$ cat config.mk
export PLATFORM = sky130hd
export DESIGN_NAME = mem_access_ctrl
export DESIGN_NICKNAME = d
export VERILOG_FILES = /design/src/rtl/mem_access_ctrl_pkg.sv /design/src/rtl/mem_lane_align.sv /design/src/rtl/mem_access_ctrl.sv
export SDC_FILE = /design/constraint.sdc
export NUM_CORES = 1
export LEC_CHECK = 0
export ABC_AREA = 1
export BUFFER_PORTS_ARGS = -buffer_cell sky130_fd_sc_hd__buf_4
export CAP_MARGIN = 30
export CORE_MARGIN = 4
export CORE_UTILIZATION = 45
export CTS_CLUSTER_SIZE = 28
export DETAILED_ROUTE_END_ITERATION = 10
export GPL_ROUTABILITY_DRIVEN = 0
export PLACE_DENSITY = 0.82
export SLEW_MARGIN = 20
export SYNTH_ARGS = -nofsm -noshare
export SYNTH_HDL_FRONTEND = slang
export SYNTH_SLANG_ARGS = --single-unit
$ cat constraint.sdc
create_clock -name clka -period 5.55 [get_ports clka]
set_input_delay 1.11 -clock clka [delete_from_list [all_inputs] [get_ports clka]]
set_output_delay 1.11 -clock clka [all_outputs]
set_load 0.01 [all_outputs]
$ cat src/rtl/mem_access_ctrl_pkg.sv
// Shared definitions for the mem_access_ctrl slice: access-size encodings and FSM states.
// Optional misaligned-access trapping is enabled with the MISALIGN_TRAP_EN macro.
package mem_access_ctrl_pkg;

    localparam logic [1:0] SIZE_BYTE = 2'b00;
    localparam logic [1:0] SIZE_HALF = 2'b01;
    localparam logic [1:0] SIZE_WORD = 2'b10;
    localparam logic [1:0] SIZE_ILL  = 2'b11;

    typedef enum logic [1:0] {
        IDLE    = 2'd0,
        RD_WAIT = 2'd1,
        RESP    = 2'd2
    } state_t;

endpackage

$ cat src/rtl/mem_lane_align.sv
// Byte-lane steering: store byte enables and data replication, load lane shift and extension.
// Low address bits below the access size are ignored here; trapping is decided by the caller.
module mem_lane_align
    import mem_access_ctrl_pkg::*;
(
    input  logic [1:0]  wr_size,
    input  logic [1:0]  wr_off,
    input  logic [31:0] wr_data,
    output logic [3:0]  wr_be,
    output logic [31:0] wr_din,
    input  logic [1:0]  rd_size,
    input  logic [1:0]  rd_off,
    input  logic        rd_unsigned,
    input  logic [31:0] rd_word,
    output logic [31:0] rd_data
);

    logic [31:0] shifted;

    always_comb begin
        wr_be  = '0;
        wr_din = wr_data;
        case (wr_size)
            SIZE_BYTE: begin
                wr_be  = 4'b0001 << wr_off;
                wr_din = {4{wr_data[7:0]}};
            end
            SIZE_HALF: begin
                wr_be  = 4'b0011 << {wr_off[1], 1'b0};
                wr_din = {2{wr_data[15:0]}};
            end
            SIZE_WORD: wr_be = 4'b1111;
            default:   wr_be = '0;
        endcase
    end

    always_comb begin
        shifted = rd_word;
        rd_data = rd_word;
        case (rd_size)
            SIZE_BYTE: begin
                shifted = rd_word >> {rd_off, 3'b000};
                rd_data = rd_unsigned ? {24'h0, shifted[7:0]}
                                      : {{24{shifted[7]}}, shifted[7:0]};
            end
            SIZE_HALF: begin
                shifted = rd_word >> {rd_off[1], 4'b0000};
                rd_data = rd_unsigned ? {16'h0, shifted[15:0]}
                                      : {{16{shifted[15]}}, shifted[15:0]};
            end
            default: rd_data = rd_word;
        endcase
    end

endmodule

$ cat src/rtl/mem_access_ctrl.sv
// Single-outstanding load/store controller in front of a synchronous 32-bit RAM.
// Define MISALIGN_TRAP_EN to reject misaligned half/word accesses with rsp_err.
module mem_access_ctrl
    import mem_access_ctrl_pkg::*;
#(
    parameter int ADDR_WIDTH = 14
) (
    input  logic                  clka,
    input  logic                  rst,
    input  logic                  req_valid,
    output logic                  req_ready,
    input  logic                  req_we,
    input  logic [ADDR_WIDTH+1:0] req_addr,
    input  logic [1:0]            req_size,
    input  logic                  req_unsigned,
    input  logic [31:0]           req_wdata,
    output logic                  rsp_valid,
    input  logic                  rsp_ready,
    output logic [31:0]           rsp_rdata,
    output logic                  rsp_err,
    output logic [ADDR_WIDTH-1:0] ram_addr,
    output logic [31:0]           ram_din,
    output logic [3:0]            ram_we,
    input  logic [31:0]           ram_dout
);

    state_t      state;
    logic [1:0]  off_q;
    logic [1:0]  size_q;
    logic        uns_q;
    logic        accept;
    logic        misalign;
    logic        req_err;
    logic [3:0]  lane_be;
    logic [31:0] load_data;

    mem_lane_align u_align (
        .wr_size     (req_size),
        .wr_off      (req_addr[1:0]),
        .wr_data     (req_wdata),
        .wr_be       (lane_be),
        .wr_din      (ram_din),
        .rd_size     (size_q),
        .rd_off      (off_q),
        .rd_unsigned (uns_q),
        .rd_word     (ram_dout),
        .rd_data     (load_data)
    );

`ifdef MISALIGN_TRAP_EN
    assign misalign = ((req_size == SIZE_HALF) && req_addr[0]) ||
                      ((req_size == SIZE_WORD) && (req_addr[1:0] != 2'b00));
`else
    assign misalign = 1'b0;
`endif

    assign req_err   = (req_size == SIZE_ILL) || misalign;
    assign req_ready = (state == IDLE);
    assign accept    = req_valid && req_ready;
    assign ram_addr  = req_addr[ADDR_WIDTH+1:2];
    // rst gates the write strobe directly so no write slips through while reset is held
    assign ram_we    = (accept && req_we && !req_err && !rst) ? lane_be : '0;

    always_ff @(posedge clka or posedge rst) begin
        if (rst) begin
            state     <= IDLE;
            rsp_valid <= 1'b0;
            rsp_rdata <= '0;
            rsp_err   <= 1'b0;
            off_q     <= '0;
            size_q    <= '0;
            uns_q     <= 1'b0;
        end else begin
            case (state)
                IDLE: begin
                    if (accept) begin
                        if (req_err || req_we) begin
                            rsp_valid <= 1'b1;
                            rsp_err   <= req_err;
                            rsp_rdata <= '0;
                            state     <= RESP;
                        end else begin
                            off_q  <= req_addr[1:0];
                            size_q <= req_size;
                            uns_q  <= req_unsigned;
                            state  <= RD_WAIT;
                        end
                    end
                end
                RD_WAIT: begin
                    rsp_rdata <= load_data;
                    rsp_err   <= 1'b0;
                    rsp_valid <= 1'b1;
                    state     <= RESP;
                end
                RESP: begin
                    if (rsp_ready) begin
                        rsp_valid <= 1'b0;
                        rsp_rdata <= '0;
                        rsp_err   <= 1'b0;
                        state     <= IDLE;
                    end
                end
                default: state <= IDLE;
            endcase
        end
    end

endmodule

# After elaboration in Yosys (flattened, before gate mapping)
# Cells that the tools add are included.
# W data, S select, Z words.
[classes] n_eq_ne=9 shifts=4 muxes=21 bitwise_logic=1 n_reduce_logical=14
[op_table] operator="$mux W32" count=5
[op_table] operator="$pmux W32 S2" count=2
[op_table] operator="$pmux W32 S3" count=1
[op_table] operator="$shr A32 B5 Y16" count=1
[op_table] operator="$shr A32 B5 Y8" count=1
[op_table] operator="$pmux W4 S3" count=1
[op_table] operator="$eq A2 B1 Y1 const B" count=3
[op_table] operator="$eq A2 B2 Y1 const B" count=3
[op_table] operator="$logic_not A2 Y1" count=3
[op_table] operator="$mux W2" count=3
[op_table] operator="$pmux W1 S3" count=2
[op_table] operator="$pmux W2 S3" count=1
[op_table] operator="$mux W1" count=5
[op_table] operator="$logic_and A1 B1 Y1" count=4
[op_table] operator="$mux W4" count=1
[op_table] operator="$ne A2 B1 Y1 const B" count=2
[op_table] operator="$reduce_and A4 Y1" count=1
[op_table] operator="$shl A1 B2 Y4 const A" count=1
[op_table] operator="$shl A2 B2 Y4 const A" count=1
[op_table] operator="$reduce_and A3 Y1" count=1
[op_table] operator="$reduce_bool A3 Y1" count=1
[op_table] operator="$logic_not A1 Y1" count=2
[op_table] operator="$ne A2 B2 Y1 const B" count=1
[op_table] operator="$reduce_and A2 Y1" count=1
[op_table] operator="other kinds (2)" count=2
[totals] reg_bits=41 inputBits=88 output_inout_bits=85 wordCells=56

# Logic depth before layout (Yosys ltp)
[depth] ltp_word=6 ltp_mapped=11 depth_no_buf=9

# Modules after synthesis
# Synthesis repeated with hierarchy kept, for this count alone.
[hier_totals] hier_cells=538 hier_area_um2=3503.4
[modules_own_cells] module="mem_access_ctrl" n_inst=1 cells_per_inst=288 area_per_inst_um2=2159.6 seq_area_each_um2=1026.0
[modules_own_cells] module="mem_lane_align" n_inst=1 cells_per_inst=250 area_per_inst_um2=1343.8 seq_area_each_um2=0.0

# Least setup slack after synthesis
# Ideal clock, no wire load.
[synth_timing] path_type="input to output" from="input rst" to="output ram_we[0]" arrival_ns=2.563 required_time_ns=4.440 path_slack_ns=1.877 path_stages=4 n_path_buf=0 path_cell_list="inv_1 nand4_1 a21o_1 inv_1"
[synth_via] elab_chain_len=3
[synth_lines] item="from (decl)" line="mem_access_ctrl.sv:9" text="input logic rst,"
[synth_lines] item="$logic_not A1 Y1 (no source line)"
[synth_lines] item="$logic_and A1 B1 Y1" line="mem_access_ctrl.sv:62" text="assign ram_we = (accept && req_we && !req_err && !rst) ? lane_be : '0;"
[synth_lines] item="$mux W4" line="mem_access_ctrl.sv:62"
[synth_lines] item="to (decl)" line="mem_access_ctrl.sv:23" text="output logic [3:0] ram_we,"
# Every way passes these cells.

# Worst setup path in the final report
# Same ends and word-level chain as after synthesis.

==> metrics <==
Fillers=approximately 640; vias in the first global route=around 3400; Post-Syn Area per Cell=approximately 6.6 sq um; Syn Inst Count=460; final number of setup-violating endpoints=0; CP max FO=42; crit path time final=about 3.5 ns; final setup TNS=0 ns; wire per inst=around 14 um; H-tree depth=2; Synth async-reset ratio=100.0%; post-synthesis register bit count=41; final hold violation count=0; status=completed; CP Launch Type=input pin; Antenna Violating Nets Remaining=0; ys flop type=dfrtp_1; Hold Path Class=reg -> reg; Area contributors post-synth=dfrtp_1, nand2_1, o21ai_0; # IOs=around 170; via count=3277; fin nets=roughly 660; clock tree buffer depth=2; sequential share of the synthesized area=approximately a third; 1st-iter DRT viols=146; worst rel slew slack=between 50% and 60%; CP endpoint kind=primary output; CTS tree=built; DP Wirelength=between 7000 and 8000 um; Die X=around 90 um; Post-CTS Resized=0; first-pass GRT wire length=~15000 um; DRT Pass-1 Iters=4; total CTS buffers=5; highest clock rate=~290 MHz; area of the multi-input gates=between 0.0015 and 0.002 sq mm; PD cells=approximately 380 mW/mm^2; CTS Root Cell=clkbuf_8; most frequent cells in the layout=nand2_1, buf_4, o21ai_0, dfrtp_1, inv_1; die height=about 90 um; EDFF count, synth=0; Setup Buffers After CTS=0; crit share post-route=between 60% and 70%; hold_buf cts=0; grt total ovfl=0; Slew @ Worst Pin=approximately 0.73 ns; dpl cell area=between 0.003 and 0.004 sq mm; number of diodes=0; cell taking the most area after synthesis=dfrtp_1; Worst Path Arrival=between 2 and 2.5 ns; design area=around 0.004 sq mm; drt drc=0; syn_nets=between 500 and 600; Netlist Area Pre-Place=~0.003 sq mm; post-synth top area share=34.00%; drt total wl=slightly above 9000 um; initial core utilization=46.99%; RSZ-0062 raised after global routing=false; Netlist cell types=33; largest net degree at the start of global routing=between 40 and 50; CP Data Required Time=4.44 ns; share of cells above drive strength 1=30.37%; peak supply drop=roughly 0.17 mV; clk_skew=approximately 0.0057 ns; max cap viols=0; global-route usage over all layers=22.90%; area grow syn2layout=32.26%; antenna violations before repair=0; clock latency at the later pin of the worst-skew pair=0.30 ns; commonest non-fill, non-tap cell in the layout=nand2_1; Sinks on Clock Net=just over 40; Core Area=roughly 0.0064 sq mm; Worst-path clk slew=about 0.07 ns; row cnt=29; FF+latch area=approximately 0.0010 sq mm; vias per cell=5.042; critical path class=in -> out; die area=around 0.008 sq mm; Synth warnings=0; input/output buffers=roughly 140; Pleak=2.413 nW; Slew Limit Fails=0
-- power breakdown --
group | total, mW | internal [mW] | switching (mW)
sequential | 0.477 | 0.383 | 0.0940
clock | 0.190 | 0.0872 | 0.103
combinational | 0.857 | 0.322 | 0.534
-- through the flow --
stage	setup slack, ns	hold slack (ns)	total power, mW	std cells	utilization, %
floorplan	1.877	0.5072	1.113	460	-
CTS	2.055	0.4879	1.536	650	62.15
global route	1.895	0.5002	1.672	650	62.15
finish	2.091	0.4849	1.524	650	62.15
global placement	2.093	0.4636	1.320	642	60.86
detailed placement	2.059	0.4671	1.342	642	60.86
-- synthesized netlist by cell type (2+ instances only) --
cell and count:
nand2_1 211, o21ai_0 41, buf_6 3, clkbuf_1 4, inv_2 3, a21oi_1 5
o21ai_1 2, dfrtp_1 41, buf_2 5, nand3_1 27, nor2_1 17, nand2_4 4
nand3_2 2, a31oi_1 2, ha_1 4, inv_4 2, buf_4 25, inv_1 38
o211ai_1 6, nand2_2 5
-- layer usage --
metal  global-route usage [%]  share of wire (%)  vias to the layer above
li1                         -                  -                     1635
met1                    25.75                 40                     1460
met2                    40.16                 48                      152
met3                    7.679                9.2                       30
met4                    8.673                3.3                        0
met5                        0                  0                        -
-- flip-flops by register name, indices dropped and copies added, names as in the netlist --
| name | cells |
|---|---|
| state | 2 |
| uns_q | 1 |
| rsp_rdata | 32 |
| off_q | 2 |
| rsp_err | 1 |
| rsp_valid | 1 |
| size_q | 2 |
-- worst max-delay path, stage by stage --
cell and delay (ns):
buf_4 0.11, inv_1 0.04, buf_4 0.44, nand4_1 0.27, a21o_1 0.22, inv_1 0.05, buf_4 0.11
-- layout make-up --
type                    instances  share of cell area (%)
inverters                      43                   4.169
flip-flops and latches         41                   25.71
clock buffers                   6                   1.818
well taps                      77                   2.414
multi-input cells             336                   38.37
repair buffers                145                   27.27
clock inverters                 2                  0.2508
-- cells by family after synthesis --
kind of cell | Yosys count | share of synthesized area [%]
AOI/OAI and AO/OA | 59 | 10.66
adders and majority gates | 4 | 1.658
buffers and inverters | 83 | 15.26
DFF | 41 | 34.00
and+or+nand+nor | 273 | 38.43
-- path summary, 6_finish.rpt --
check                                               start  cells after the start                         to  slack, ns
min in group asynchronous                             rst                      3  rsp_rdata[11]$_DFFE_PP0P_       0.95
max in group asynchronous                             rst                      3  rsp_rdata[26]$_DFFE_PP0P_       4.25
worst max register to register      size_q[1]$_DFFE_PP0P_                      9  rsp_rdata[30]$_DFFE_PP0P_       3.41
worst min register to register  rsp_rdata[18]$_DFFE_PP0P_                      2  rsp_rdata[18]$_DFFE_PP0P_       0.48
worst min-delay path            rsp_rdata[18]$_DFFE_PP0P_                      2  rsp_rdata[18]$_DFFE_PP0P_       0.48
worst max-delay path                                  rst                      7                  ram_we[0]       2.09
Note: power is estimated with default switching activity, not from simulation.
